**config.mk**
```make
export PLATFORM = sky130hd
export DESIGN_NAME = affine_io_engine
export DESIGN_NICKNAME = d
export VERILOG_FILES = /design/src/rtl/affine_pkg.sv /design/src/rtl/serial_mult_s.sv /design/src/rtl/affine_io_engine.sv
export SDC_FILE = /design/constraint.sdc
export NUM_CORES = 1
export LEC_CHECK = 0
export CELL_PAD_IN_SITES_DETAIL_PLACEMENT = 1
export CELL_PAD_IN_SITES_GLOBAL_PLACEMENT = 1
export CORE_MARGIN = 3
export CORE_UTILIZATION = 43
export DETAILED_ROUTE_END_ITERATION = 10
export HOLD_SLACK_MARGIN = 0.05
export PLACE_DENSITY_LB_ADDON = 0.1
export SYNTH_ARGS = -nofsm -noshare
export SYNTH_HDL_FRONTEND = slang
export SYNTH_SLANG_ARGS = --single-unit
```
**constraint.sdc**
```tcl
create_clock -name clk -period 12.6 [get_ports clk]
set_input_delay 2.52 -clock clk [delete_from_list [all_inputs] [get_ports clk]]
set_output_delay 2.52 -clock clk [all_outputs]
set_load 0.02 [all_outputs]
```
**src/rtl/affine_pkg.sv**
```systemverilog
// Shared types and helpers for the affine I/O engine: FSM state encoding, product count,
// and the saturate/wrap rule applied to rounded results.
package affine_pkg;

   typedef enum logic [2:0] {
      StWaitX,
      StRelX,
      StWaitY,
      StRelY,
      StCompute,
      StRound,
      StShowX,
      StShowY
   } state_e;

   localparam int unsigned NPROD = 4;

   // Clamp r to the signed w-bit range when sat is set; otherwise pass it through so the
   // caller's truncation to w bits gives two's-complement wrap.
   function automatic logic [31:0] sat_w(input longint r, input int unsigned w, input bit sat);
      longint hi;
      longint lo;
      hi = (longint'(1) << (w - 1)) - 1;
      lo = -hi - 1;
      if (sat && (r > hi)) return 32'(hi);
      if (sat && (r < lo)) return 32'(lo);
      return 32'(r);
   endfunction

endpackage

```
**src/rtl/serial_mult_s.sv**
```systemverilog
// Signed W x W shift-add multiplier. One multiplier bit per cycle; the product is
// presented combinationally with valid in the W-th cycle counted from start.
module serial_mult_s #(
   parameter int unsigned W = 8
) (
   input  logic           clk,
   input  logic           reset,
   input  logic           start,
   input  logic [W-1:0]   a,
   input  logic [W-1:0]   b,
   output logic [2*W-1:0] prod,
   output logic           valid
);

   localparam int unsigned CW = $clog2(W) + 1;

   logic signed [2*W-1:0] a_ext;
   logic signed [2*W-1:0] mcand_q;
   logic signed [2*W-1:0] acc_q;
   logic signed [2*W-1:0] term;
   logic signed [2*W-1:0] sum;
   logic [W-1:0]          mplier_q;
   logic [CW-1:0]         cnt_q;
   logic                  run_q;
   logic                  last;

   assign a_ext = {{W{a[W-1]}}, a};
   assign last  = run_q && (cnt_q == CW'(W - 1));

   // The multiplier MSB carries weight -2^(W-1), so its partial product is subtracted.
   always_comb begin
      term = '0;
      if (mplier_q[0]) begin
         term = (cnt_q == CW'(W - 1)) ? -mcand_q : mcand_q;
      end
      sum = acc_q + term;
   end

   always_ff @(posedge clk) begin
      if (reset) begin
         mcand_q  <= '0;
         acc_q    <= '0;
         mplier_q <= '0;
         cnt_q    <= '0;
         run_q    <= 1'b0;
      end else if (start) begin
         acc_q    <= b[0] ? a_ext : '0;
         mcand_q  <= a_ext << 1;
         mplier_q <= b >> 1;
         cnt_q    <= CW'(1);
         run_q    <= 1'b1;
      end else if (run_q) begin
         acc_q    <= sum;
         mcand_q  <= mcand_q << 1;
         mplier_q <= mplier_q >> 1;
         cnt_q    <= cnt_q + 1'b1;
         if (last) begin
            run_q <= 1'b0;
         end
      end
   end

   assign prod  = sum;
   assign valid = last;

endmodule

```
**src/rtl/affine_io_engine.sv**
```systemverilog
// Button-driven affine transform: captures (x1, y1) from the switches, computes
// x2/y2 on one shared serial multiplier, then shows x2 and y2 on the LEDs.
module affine_io_engine
   import affine_pkg::*;
#(
   parameter int unsigned W    = 8,
   parameter int unsigned FRAC = W - 1,
   parameter int          A11  = 96,
   parameter int          A12  = 64,
   parameter int          A21  = -64,
   parameter int          A22  = 96,
   parameter int          B1   = 20,
   parameter int          B2   = -20,
   parameter bit          SAT  = 1'b1
) (
   input  logic         clk,
   input  logic         reset,
   input  logic         Bstus,
   input  logic [W-1:0] x,
   output logic [W-1:0] outport,
   output logic         busy,
   output logic         done
);

   localparam int unsigned CW = $clog2(W) + 1;

   state_e state_q, state_d;

   logic                  sync1_q;
   logic                  btn_s;
   logic [W-1:0]          x1_q;
   logic [W-1:0]          y1_q;
   logic [W-1:0]          last_q;
   logic [W-1:0]          x2_q;
   logic [W-1:0]          y2_q;
   logic [CW-1:0]         phase_q, phase_d;
   logic [1:0]            idx_q, idx_d;
   logic signed [2*W:0]   acc1_q, acc1_d;
   logic signed [2*W:0]   acc2_q, acc2_d;
   logic                  done_q;
   logic                  last_phase;
   logic                  mult_start;
   logic                  mult_valid;
   logic [W-1:0]          mult_a;
   logic [W-1:0]          mult_b;
   logic signed [2*W-1:0] prod;
   logic signed [2*W:0]   prod_ext;
   longint                r1;
   longint                r2;

   serial_mult_s #(
      .W (W)
   ) u_mult (
      .clk   (clk),
      .reset (reset),
      .start (mult_start),
      .a     (mult_a),
      .b     (mult_b),
      .prod  (prod),
      .valid (mult_valid)
   );

   assign prod_ext   = {prod[2*W-1], prod};
   assign last_phase = (phase_q == CW'(W - 1));

   // Product order: A11*X1, A12*Y1, A21*X1, A22*Y1.
   always_comb begin
      unique case (idx_q)
         2'd0:    mult_a = W'(A11);
         2'd1:    mult_a = W'(A12);
         2'd2:    mult_a = W'(A21);
         default: mult_a = W'(A22);
      endcase
      mult_b = idx_q[0] ? y1_q : x1_q;
   end

   always_comb begin
      state_d    = state_q;
      phase_d    = '0;
      idx_d      = '0;
      acc1_d     = acc1_q;
      acc2_d     = acc2_q;
      mult_start = 1'b0;

      unique case (state_q)
         StWaitX: if (btn_s)  state_d = StRelX;
         StRelX:  if (!btn_s) state_d = StWaitY;
         StWaitY: if (btn_s)  state_d = StRelY;
         StRelY:  if (!btn_s) state_d = StCompute;
         StCompute: begin
            // A new product starts every W cycles, right after the previous valid.
            mult_start = (phase_q == '0);
            phase_d    = last_phase ? '0 : phase_q + 1'b1;
            idx_d      = last_phase ? idx_q + 1'b1 : idx_q;
            if (last_phase && (idx_q == 2'(NPROD - 1))) begin
               state_d = StRound;
            end
         end
         StRound: state_d = StShowX;
         StShowX: if (btn_s)  state_d = StShowY;
         StShowY: if (!btn_s) state_d = StWaitX;
         default: state_d = StWaitX;
      endcase

      if (mult_valid) begin
         unique case (idx_q)
            2'd0:    acc1_d = prod_ext;
            2'd1:    acc1_d = acc1_q + prod_ext;
            2'd2:    acc2_d = prod_ext;
            default: acc2_d = acc2_q + prod_ext;
         endcase
      end
   end

   // Arithmetic shift floors toward -inf; 64-bit arithmetic keeps the offset add exact.
   always_comb begin
      r1 = (longint'(acc1_q) >>> FRAC) + longint'(B1);
      r2 = (longint'(acc2_q) >>> FRAC) + longint'(B2);
   end

   always_ff @(posedge clk) begin
      if (reset) begin
         state_q <= StWaitX;
         sync1_q <= 1'b0;
         btn_s   <= 1'b0;
         x1_q    <= '0;
         y1_q    <= '0;
         last_q  <= '0;
         x2_q    <= '0;
         y2_q    <= '0;
         phase_q <= '0;
         idx_q   <= '0;
         acc1_q  <= '0;
         acc2_q  <= '0;
         done_q  <= 1'b0;
      end else begin
         sync1_q <= Bstus;
         btn_s   <= sync1_q;
         state_q <= state_d;
         phase_q <= phase_d;
         idx_q   <= idx_d;
         acc1_q  <= acc1_d;
         acc2_q  <= acc2_d;
         done_q  <= (state_q == StRound);
         if ((state_q == StWaitX) && btn_s) begin
            x1_q   <= x;
            last_q <= x;
         end
         if ((state_q == StWaitY) && btn_s) begin
            y1_q   <= x;
            last_q <= x;
         end
         if (state_q == StRound) begin
            x2_q <= W'(sat_w(r1, W, SAT));
            y2_q <= W'(sat_w(r2, W, SAT));
         end
      end
   end

   always_comb begin
      unique case (state_q)
         StShowX: outport = x2_q;
         StShowY: outport = y2_q;
         default: outport = last_q;
      endcase
   end

   assign busy = (state_q == StCompute) || (state_q == StRound);
   assign done = done_q;

endmodule

```
; After elaboration in Yosys (flattened, before gate mapping)
; Cells that the tools add are included.
[classes]
addsub = 9
magnitude_cmp = 4
n_eq_ne = 19
n_mux = 52
bitwise_logic = 2
reduce_logical = 18
[op_table]
columns = cell, n
row1 = 2-to-1 mux 16 bit, 7
row2 = 2-to-1 mux 8 bit, 11
row3 = one-hot mux 17 bit (2 select lines), 2
row4 = adder 17 x 16 -> 17 bit, 2
row5 = one-hot mux 8 bit (2 select lines), 2
row6 = one-hot mux 3 bit (8 select lines), 1
row7 = "adder 10 x 6 -> 11 bit, second input constant", 2
row8 = "greater-than comparator 11 x 8 -> 1 bit, second input constant", 2
row9 = "< comparator 11 x 8 -> 1 bit, second input constant", 2
row10 = 2-to-1 mux 3 bit, 7
row11 = 2-to-1 mux 1 bit, 20
row12 = adder 16 bit, 1
row13 = negator 16 bit, 1
row14 = 2-to-1 mux 7 bit, 2
row15 = "inequality test 2 bit, second input constant", 7
row16 = "equality test 3 bit, second input constant", 4
row17 = "adder 4 x 1 -> 4 bit, second input constant", 2
row18 = "equality test 4 x 3 -> 1 bit, second input constant", 2
row19 = AND reduction 7 bit, 1
row20 = "equality test 3 x 2 -> 1 bit, second input constant", 2
row21 = nonzero test 2 bit, 3
row22 = OR reduction 2 bit, 3
row23 = "equality test 2 bit, second input constant", 2
row24 = logical AND 1 bit, 4
row25 = 10 further kinds, 12
[totals]
reg_bits = 129
in_bits = 11
out_inout_bits = 10
word_cells = 123

; Depth between registers and ports, before layout
; Gate-level depths: netlist of run 1.
[depth]
ltp_word = 10
depth_mapped = 20

; Modules after synthesis
; A second synthesis of run 1 with hierarchy kept.
[hier_totals]
cells_unflattened = 1098
hier_area_um2 = 8779.7
[by_module_without_submodules]
columns = module, instances, cells_per_inst, area_per_inst_um2, seq_area_each_um2
row1 = affine_io_engine, 1, 738, 5850.6, 1721.7
row2 = serial_mult_s, 1, 360, 2929.1, 860.8

; Least setup slack after synthesis of run 1
; OpenSTA, ideal clock, no wires.
[synth_timing]
kind = register -> output
from = register state_q[0]
to = output port outport[0]
arrival_ps = 1504
slack_ps = 8576
path_stages_with_launch = 6
cell_sequence = dfxtp_1 > inv_1 > ha_1 > buf_1 > o21ai_1 > a22o_1
[synth_between]
elab_chain_len = 2
[synth_lines]
columns = item, line
row1 = start: declaration, affine_io_engine.sv:27  ; state_e state_q, state_d;
row2 = start signal: assignment, affine_io_engine.sv:123  ; state_q <= StWaitX;
row3 = start signal: assignment, affine_io_engine.sv:139  ; state_q <= state_d;
row4 = equality test 3 bit, affine_io_engine.sv:161  ; unique case (state_q)
row5 = one-hot mux 8 bit (2 select lines) (*), affine_io_engine.sv:161
row6 = end: declaration, affine_io_engine.sv:20  ; output logic [W-1:0] outport,
; Every way passes the cells marked *; elsewhere a longest branch is shown, timed or not.

; Final worst setup path of run 1
; Ends and elaborated chain as after synthesis.

==> results by group, run 1 <==
Worst setup path
  • Setup crit end kind: output port
  • Reg2reg setup slack: ~8 ns
  • CP startpoint kind: flip-flop
  • Worst path arrival time: around 2.8 ns
  • Crit path max fanout: 22
  • Worst path required time: between 10 and 15 ns
  • Crit Path Class: flip-flop to output port

Timing
  • Final Max Slew Viols: 0
  • Hold Vio Cnt, Final: 0
  • Final period util: about two fifths
  • Final min period: around 5.3 ns
  • RSZ-0062 raised after global routing: false
  • Setup Viol. Count Final: 0
  • Final setup TNS: 0 ns
  • Hold WS: around 0.46 ns
  • Relative slew margins: roughly a quarter
  • Measured slew at the worst slew-check pin: about 1.1 ns
  • Worst clock skew: 0.00657 ns
  • F_max: about 190 MHz

Drt
  • Via-per-instance ratio: 5.83
  • Per-cell routed wire length: 18.0 um
  • Post-route DRC: 0
  • DRT Pass-1 Iters: 4
  • Final ANT Viol Nets: 0
  • DRT iter0 DRCs: 215
  • Total wire length: around 18 mm
  • Via count: 5826

Synth
  • Post-synthesis sequential area ratio: 32.8%
  • Synth unique cells: 60
  • Syn avg cell area: 8.08 um2
  • Syn. warnings: 0
  • Syn_nets: 884
  • Mapped Cells: a little over 800
  • Main synth FF type: dfxtp_1
  • Synthesized area: ~6700 um2
  • Post-synth EDFFs: 0
  • Ys async rst share: 0%
  • Seq cells post-synth: around 110

Run
  • Max Cap Violations: 0

Clock tree
  • Worst-path clk slew: roughly 0.070 ns
  • Htree depth: 3
  • Postcts setup bufs: 0
  • CTS tree: built
  • Worst-Skew Late Latency: 0.36 ns
  • TritonCTS Buffers: 9
  • CTS root buf: clkbuf_16
  • Cts repair resizes: 0
  • Clk buf depth: 2
  • Hold-fix buffers at CTS: 0
  • Clock sinks: 109

Floorplanning
  • Initial Util: roughly 45%
  • Die height: ~130 um
  • Num ports: 21
  • Full die area: 17000 um2
  • DIE WIDTH: 130 um
  • # rows: between 40 and 50
  • Core area: approximately 15000 um2

Placed design
  • Detailed Place HPWL: about 13 mm
  • DP Area: 6930 um2
  • GP Congestion: 0.852
  • # port buffers: 20

Cells and area
  • Final-stage net count: slightly below 900
  • P&R area growth vs syn: 8.84%
  • Diodes inserted: 0
  • Final Core Density: 48.9%
  • Layout cells sized above 1: ~4%
  • Final instance area: a little over 7000 um2

Power
  • Power Density: between 100 and 150 nW/um2
  • Pleak: between 0.002 and 0.003 uW
  • VDD IR max: roughly 0.000069 V

Run status
  • Status: completed

Global route
  • GR Overflow Total: 0
  • Largest net degree at the start of global routing: between 100 and 150
  • Gr usage total: 21.9%
  • Vias in the first global route: about 6000
  • First-pass GRT wire length: between 30 and 40 mm
  • Initial antenna violation count: 0

Min path
  • Tightest Hold Check Type: flip-flop to flip-flop
==> where the power goes <==
group | switching [uW] | leakage, uW | internal, uW
Clock | 137 | 0.000139 | 161
Combinational | 66.4 | 0.00173 | 37.5
Sequential | 11.4 | 0.000879 | 355
Total | 215 | 0.00275 | 554
==> synth_stat cells (2+ instances only) <==
master | instances | area share, %
a221oi_1 | 4 | 0.53
nand3_1 | 35 | 2.6
nor2_1 | 82 | 4.6
nand4b_1 | 2 | 0.26
o21ai_0 | 25 | 1.9
a21oi_1 | 90 | 6.8
a21o_1 | 7 | 0.79
o211ai_1 | 7 | 0.79
or4_1 | 3 | 0.34
buf_2 | 3 | 0.23
nor4_1 | 5 | 0.47
a21boi_0 | 5 | 0.56
inv_1 | 20 | 1.1
o31ai_1 | 4 | 0.45
o21a_1 | 7 | 0.79
buf_1 | 5 | 0.28
ha_1 | 49 | 9.2
o21bai_1 | 5 | 0.56
nor2b_1 | 16 | 1.5
or3_1 | 4 | 0.38
and2_1 | 10 | 0.94
nand4_1 | 4 | 0.38
a22o_1 | 16 | 2.1
mux2i_1 | 23 | 3.5
inv_2 | 2 | 0.11
and3_1 | 3 | 0.28
nor3_1 | 28 | 2.1
o22ai_1 | 3 | 0.28
xor2_1 | 26 | 3.4
nand2b_1 | 6 | 0.56
nor3b_1 | 5 | 0.56
clkbuf_1 | 39 | 2.2
a31oi_1 | 8 | 0.75
nand3b_1 | 3 | 0.34
nand2_1 | 77 | 4.3
dfxtp_1 | 109 | 33
a211oi_1 | 25 | 2.8
xnor2_1 | 19 | 2.5
a22oi_1 | 10 | 1.1
o21ai_1 | 9 | 0.68
==> per-layer routing <==
metal  up-vias  GRT usage (%)  share of wire (%)
met5         -              0                  0
met3        21           4.19                2.2
met4         0           5.93                1.6
met1      2820           29.6                 49
met2        62           36.1                 47
li1       2923              -                  -
==> critical path, cell delays in order (launching register included) <==
cell,delay (ns)
dfxtp_1,0.39
inv_1,0.09
ha_1,0.48
o21ai_1,0.57
a22o_1,0.25
clkdlybuf4s50_1,0.61
==> cell families after synthesis <==
group                    synth area share [%]
AO/OA/AOI/OAI                            22.9
XOR/XNOR                                 6.34
adder cells (fa/ha/maj)                  9.67
buffers and inverters                    3.95
flip-flops                               32.8
multiplexers                             3.46
AND/OR/NAND/NOR                          20.9
==> cells in the final DEF, fill, tap and decap left out, drive strengths merged, types with 7 or more instances in the layout <==
master           n
clkbuf          10
a31oi            8
xnor2           19
a211oi          25
xor2            27
clkdlybuf4s50   19
and2            10
nor3            28
a21oi           91
mux2i           23
nand3           35
o211ai           8
inv             23
o21a             7
ha              49
a22oi           10
dfxtp          109
o21ai           34
nor2b           16
nand2           77
a22o            16
nor2            82
a21o             7
==> worst paths after layout <==
check,startpoint,end,depth (start not counted)
hold reg to reg,x1_q[0]$_SDFFE_PP0P_,x1_q[0]$_SDFFE_PP0P_,2
hold / removal,x1_q[0]$_SDFFE_PP0P_,x1_q[0]$_SDFFE_PP0P_,2
setup reg to reg,u_mult.cnt_q[0]$_SDFFE_PP0N_,acc1_q[16]$_SDFFE_PP0P_,18
setup / recovery,state_q[0]$_SDFFE_PP0P_,outport[0],5
==> layout make-up <==
type                    instances  area, um2
repair buffers                 24        228
fillers                      1792       7570
multi-input cells             645       4210
well taps                     184        230
clock buffers                  10        239
flip-flops and latches        109       2180
clock inverters                 6       71.3
inverters                      22       82.6
==> sequential cells by signal, summed over array words and instances, names as in the netlist, 2 cells and up <==
register / count
acc1_q: 12
acc2_q: 12
u_mult.acc_q: 11
u_mult.mcand_q: 10
last_q: 8
x1_q: 8
x2_q: 8
y1_q: 8
y2_q: 8
u_mult.mplier_q: 7
phase_q: 4
u_mult.cnt_q: 4
state_q: 3
idx_q: 2
==> metrics by stage <==
stage                     total power [uW]  std cells  setup slack (ns)
after global placement                 472        984              7.90
final                                  769       1000              7.33
after floorplan                        447        823              8.58
after detailed placement               478        984              7.77
after CTS                              776       1000              7.34
after global routing                   801       1000              7.15
Power figures use the tool's default switching activity.
==> run 2, diff against run 1 <==
==> constraint.sdc (replaced) <==
create_clock -name clk -period 5.5 [get_ports clk]
set_input_delay 1.1 -clock clk [delete_from_list [all_inputs] [get_ports clk]]
set_output_delay 1.1 -clock clk [all_outputs]
set_load 0.02 [all_outputs]
==> run 2 against run 1 <==
Net effect:
- cell area about the same
- clock power increased by 120%
- via count is 2.0% higher
- final cell count grew 0.40%
- clock-buffer cell count stayed put
- global-route usage is 0.78 points higher
- combinational power grew 140%
- largest power group unchanged
==> results by group, run 2 (synthesis gave the netlist of run 1 again) <==
Floorplanning
  • Initial Util: between 40% and 50%
  • Full die area: approximately 17000 um2
  • DIE WIDTH: around 130 um
  • Die height: 130 um
  • Core area: about 15000 um2
  • Num ports: 21
  • # rows: 44

Worst setup path
  • Setup crit end kind: flip-flop
  • FF-to-FF path depth: 17
  • CP startpoint kind: flip-flop
  • Reg2reg setup slack: just over 1 ns
  • Crit Path Class: flip-flop to flip-flop
  • Worst path required time: between 5 and 6 ns
  • Worst path arrival time: about 4.8 ns
  • Crit path cell chain: ha_1 > nand3b_4 > or3_1 > a21boi_0 > ha_1 > a21o_1 > a21oi_1 > xnor2_1 > ha_1 > o21a_1 > o21a_1 > o22a_1 > a21oi_1 > o21ai_0 > xnor2_1 > o21a_1 > a211oi_1
  • Crit path max fanout: 14
  • CP max stage cell: dfxtp_1
  • Largest stage delay, worst path: 0.40 ns

Drt
  • Post-route DRC: 0
  • Final ANT Viol Nets: 0
  • Per-cell routed wire length: roughly 19 um
  • Via count: roughly 6000
  • Total wire length: roughly 19 mm
  • DRT Pass-1 Iters: 4
  • DRT iter0 DRCs: between 200 and 250
  • Via-per-instance ratio: slightly below 6

Cells and area
  • Most frequent cells in the layout: dfxtp_1, a21oi_1, nor2_1
  • Registers with the most flip-flops: acc1_q x12, acc2_q x12, u_mult.acc_q x11
  • Final-stage net count: between 800 and 900
  • FF/Latch Area: around 2200 um2
  • Layout cells sized above 1: under 10%
  • Fillcell total: ~1800
  • Area occupied by multi-input gates: 4210 um2
  • Final Core Density: 48.9%
  • Diodes inserted: 0
  • P&R area growth vs syn: 8.88%
  • Commonest non-fill, non-tap cell in the layout: dfxtp_1

Placed design
  • GP Congestion: between 0.8 and 0.9
  • # port buffers: 20
  • Detailed Place HPWL: ~13 mm

Min path
  • Hold path depth: 2
  • Tightest Hold Check Type: flip-flop to flip-flop

Timing
  • Hold Vio Cnt, Final: 0
  • Worst clock skew: between 0.01 and 0.015 ns
  • Final Max Slew Viols: 0
  • F_max: 223 MHz
  • Final setup TNS: 0 ns
  • Final period util: between 80% and 90%
  • RSZ-0062 raised after global routing: false
  • Final min period: between 4 and 5 ns
  • Setup Viol. Count Final: 0
  • Measured slew at the worst slew-check pin: between 1 and 1.5 ns
  • Hold WS: ~0.46 ns
  • Relative slew margins: between 20% and 30%

Global route
  • Largest net degree at the start of global routing: 61
  • First-pass GRT wire length: roughly 31 mm
  • Initial antenna violation count: 0
  • GR Overflow Total: 0
  • Gr usage total: ~23%
  • Vias in the first global route: approximately 6000

Clock tree
  • Postcts setup bufs: 0
  • Cts repair resizes: 0
  • TritonCTS Buffers: 9
  • CTS tree: built
  • Clk buf depth: 2
  • Hold-fix buffers at CTS: 0
  • Clock sinks: roughly 110
  • Worst-Skew Late Latency: ~0.36 ns
  • Htree depth: 3
  • CTS root buf: clkbuf_16
  • Worst-path clk slew: ~0.080 ns

Run
  • Max Cap Violations: 0

Power
  • Pleak: between 0.002 and 0.003 uW
  • VDD IR max: 0.000140 V
  • Power Density: approximately 240 nW/um2

Run status
  • Status: completed
## run 2: cell types whose count changed in the layout (fill, tap and decap cells not counted)
cell	previous run	this run
clkbuf_8	1	0
inv_6	0	3
clkinv_4	0	1
buf_4	5	9
clkinvlp_4	4	1
bufinv_16	1	0
clkbuf_1	0	1
## run 2: final timing paths
| path | end | startpoint |
|---|---|---|
| min | x1_q[1]$_SDFFE_PP0P_ | x1_q[1]$_SDFFE_PP0P_ |
| min reg2reg | x1_q[1]$_SDFFE_PP0P_ | x1_q[1]$_SDFFE_PP0P_ |
| max | acc2_q[15]$_SDFFE_PP0P_ | u_mult.cnt_q[0]$_SDFFE_PP0N_ |
| max reg2reg | acc2_q[15]$_SDFFE_PP0P_ | u_mult.cnt_q[0]$_SDFFE_PP0N_ |
## run 2: cell type report
cell class,count,area share (%)
timing repair buffer,28,3.56
clock buffer,10,3.16
clock inverter,6,0.743
sequential,109,30.1
inverter,22,1.14
tap,184,3.18
multi-input combinational,645,58.1
## run 2: power breakdown
group	switching (uW)	internal [uW]
sequential	24.2	814
combinational	159	87.3
clock	331	317
total	514	1220
## run 2: metal layers
layer | global-route usage (%) | wire length (um) | vias to the layer above
met2 | 37.8 | 8890 | 82
met4 | 6.78 | 278 | 0
met3 | 2.32 | 486 | 23
met1 | 31.3 | 8970 | 2899
met5 | 0 | 0 | -
li1 | - | - | 2941
## run 2: worst max-delay path, delay by kind of cell (launching register included)
| family | cells | cell delay [ns] |
|---|---|---|
| AOI/OAI and AO/OA | 10 | 2.03 |
| xor gates and xnor gates | 2 | 0.46 |
| adders and majority gates | 3 | 0.96 |
| DFF | 1 | 0.40 |
| and+or+nand+nor | 2 | 0.54 |
## run 2: through the flow
step           worst slack (ns)  instances  instance area (um2)  power, uW
3_3_place_gp               1.24        988                 6960       1090
5_1_grt                   0.607       1004                 7240       1810
4_1_cts                   0.983       1004                 7240       1750
2_1_floorplan              1.49        823                 6650       1020
3_5_place_dp               1.01        988                 6960       1100
6_report                   1.01       1004                 7240       1730
==> run 3, diff against run 2 <==
==> constraint.sdc (replaced) <==
create_clock -name clk -period 4.7 [get_ports clk]
set_input_delay 0.94 -clock clk [delete_from_list [all_inputs] [get_ports clk]]
set_output_delay 0.94 -clock clk [all_outputs]
set_load 0.02 [all_outputs]
==> run 3 against run 2 <==
Net effect:
- clock power up 22%
- highest routed layer unchanged
- maximum frequency up 4.0%
- sequential cell count unchanged
- register-to-register slack worse by 0.63 ns
- clock skew down 0.0023 ns
- clock-buffer cell count unchanged
- first-iteration DRC count down 2.1%
- largest power group unchanged
==> results by group, run 3 (synthesis gave the netlist of run 1 again) <==
Clock tree
  • Postcts setup bufs: 0
  • Worst-path clk slew: 0.08 ns
  • CTS tree: built
  • Hold-fix buffers at CTS: 0
  • Htree depth: 3
  • CTS root buf: clkbuf_16
  • Clk buf depth: 2
  • TritonCTS Buffers: 9
  • Worst-Skew Late Latency: between 0.3 and 0.4 ns
  • Clock sinks: approximately 110
  • Cts repair resizes: 0

Drt
  • DRT Pass-1 Iters: 4
  • Post-route DRC: 0
  • Via-per-instance ratio: ~6
  • Via count: slightly below 6000
  • Final ANT Viol Nets: 0
  • Per-cell routed wire length: 18.3 um
  • Total wire length: 18.4 mm
  • DRT iter0 DRCs: between 200 and 250

Global route
  • Initial antenna violation count: 0
  • GRT Max-Usage Layer: met2
  • Met3 usage in global routing: just under 3%
  • Gr usage total: 22.3%
  • Vias in the first global route: roughly 6000
  • Largest net degree at the start of global routing: 65
  • Met2 usage: a little under two fifths
  • GR Overflow Total: 0
  • Met1 Use GR: about 29%
  • First-pass GRT wire length: about 30 mm

Floorplanning
  • Core area: roughly 15000 um2
  • # rows: 44
  • Die height: approximately 130 um
  • Full die area: 17000 um2
  • Initial Util: between 40% and 50%
  • Num ports: 21
  • DIE WIDTH: ~130 um

Power
  • Switching Fraction: between 20 and 30%
  • Pleak: roughly 0.0028 uW
  • Sequential power share: 47.5%
  • Sw power: 614 uW
  • P_int: roughly 1400 uW
  • Power Density: between 200 and 300 nW/um2
  • Clk network pwr share: between 30% and 40%
  • Gate power share: about 14%
  • Pwr Total: about 2100 uW
  • VDD IR max: between 0.00015 and 0.0002 V

Worst setup path
  • Reg2reg setup slack: between 0.3 and 0.4 ns
  • Setup crit end kind: flip-flop
  • Worst path required time: 4.93 ns
  • CP startpoint kind: flip-flop
  • Largest stage delay, worst path: roughly 0.38 ns
  • Crit path max fanout: 14
  • Crit Path Class: flip-flop to flip-flop
  • CP max stage cell: dfxtp_1
  • Worst path arrival time: between 4 and 5 ns
  • Crit path cell chain: ha_1 > nand3b_4 > or3_1 > a21boi_0 > ha_1 > a21o_1 > a21oi_1 > xnor2_1 > ha_1 > o21ai_0 > a21boi_0 > a21oi_1 > o21ai_1 > a21oi_1 > nor2_1 > a22oi_1 > a41oi_1

Cells and area
  • Layout cells sized above 1: roughly 4.6%
  • Commonest non-fill, non-tap cell in the layout: dfxtp_1
  • P&R area growth vs syn: 9.35%
  • Fillcell total: about 1800
  • Registers with the most flip-flops: acc1_q x12, acc2_q x12, u_mult.acc_q x11
  • Final-stage net count: just under 900
  • Most frequent cells in the layout: dfxtp_1, a21oi_1, nor2_1
  • Diodes inserted: 0
  • Final Core Density: roughly 49%

Placed design
  • Detailed Place HPWL: between 10 and 15 mm
  • GP Congestion: 0.880
  • # port buffers: 20

Timing
  • F_max: 231 MHz
  • Setup Viol. Count Final: 0
  • Final min period: between 4 and 5 ns
  • Measured slew at the worst slew-check pin: ~1.0 ns
  • RSZ-0062 raised after global routing: false
  • Final setup TNS: 0 ns
  • Hold WS: around 0.44 ns
  • Final period util: roughly 92%
  • Hold Vio Cnt, Final: 0
  • Relative slew margins: between 30 and 40%
  • Worst clock skew: approximately 0.0084 ns
  • Final Max Slew Viols: 0

Min path
  • Tightest Hold Check Type: flip-flop to flip-flop

Run status
  • Status: completed

Run
  • Max Cap Violations: 0
run 3: changes by cell type in the layout (fill, tap and decap cells not counted), sizes merged:
| cell | delta |
|---|---|
| inv | +1 |
| buf | +2 |
| clkinvlp | -1 |
run 3: power by group through the flow:
stage	Combinational [uW]	Clock [uW]	Sequential, uW
CTS	294	810	980
global route	326	839	984
detailed placement	291	0	1000
floorplan	209	0	990
finish	292	792	980
global placement	279	0	999
run 3: path summary, 6_finish.rpt:
path	endpoint	from	depth (start not counted)
max	acc1_q[16]$_SDFFE_PP0P_	u_mult.cnt_q[0]$_SDFFE_PP0N_	17
min	btn_s$_SDFF_PP0_	sync1_q$_SDFF_PP0_	1
max reg2reg	acc1_q[16]$_SDFFE_PP0P_	u_mult.cnt_q[0]$_SDFFE_PP0N_	17
min reg2reg	btn_s$_SDFF_PP0_	sync1_q$_SDFF_PP0_	1
run 3: final cells by class:
cell class / count / area, um2 / share of cell area (%)
inverters: 22 / 82.6 / 1.14
clock inverters: 6 / 60.1 / 0.826
repair buffers: 30 / 273 / 3.75
well taps: 184 / 230 / 3.16
clock buffers: 10 / 239 / 3.29
flip-flops and latches: 109 / 2180 / 30.0
multi-input cells: 645 / 4210 / 57.8
run 3: per-stage QoR:
step	cells	cell area [um2]	worst slack, ns
final	1006	7270	0.380
after CTS	1006	7270	0.362
after global placement	990	6980	0.520
after floorplan	823	6650	0.690
after detailed placement	990	6980	0.391
after global routing	1006	7270	0.00638
run 3: metal layers:
metal  vias to the layer above  wire [um]  share of wire, %
met5                         -          0                 0
met4                         0        343               1.9
met3                        21        500               2.7
met2                        59       8760                48
met1                      2893       8760                48
li1                       2940          -                 -
run 3: worst max-delay path, delay by kind of cell (launching register included):
| kind | cells | cell delay, ns |
|---|---|---|
| and+or+nand+nor | 3 | 0.64 |
| xor gates and xnor gates | 1 | 0.31 |
| adders and majority gates | 3 | 0.92 |
| AOI/OAI and AO/OA | 10 | 1.95 |
| DFF | 1 | 0.38 |
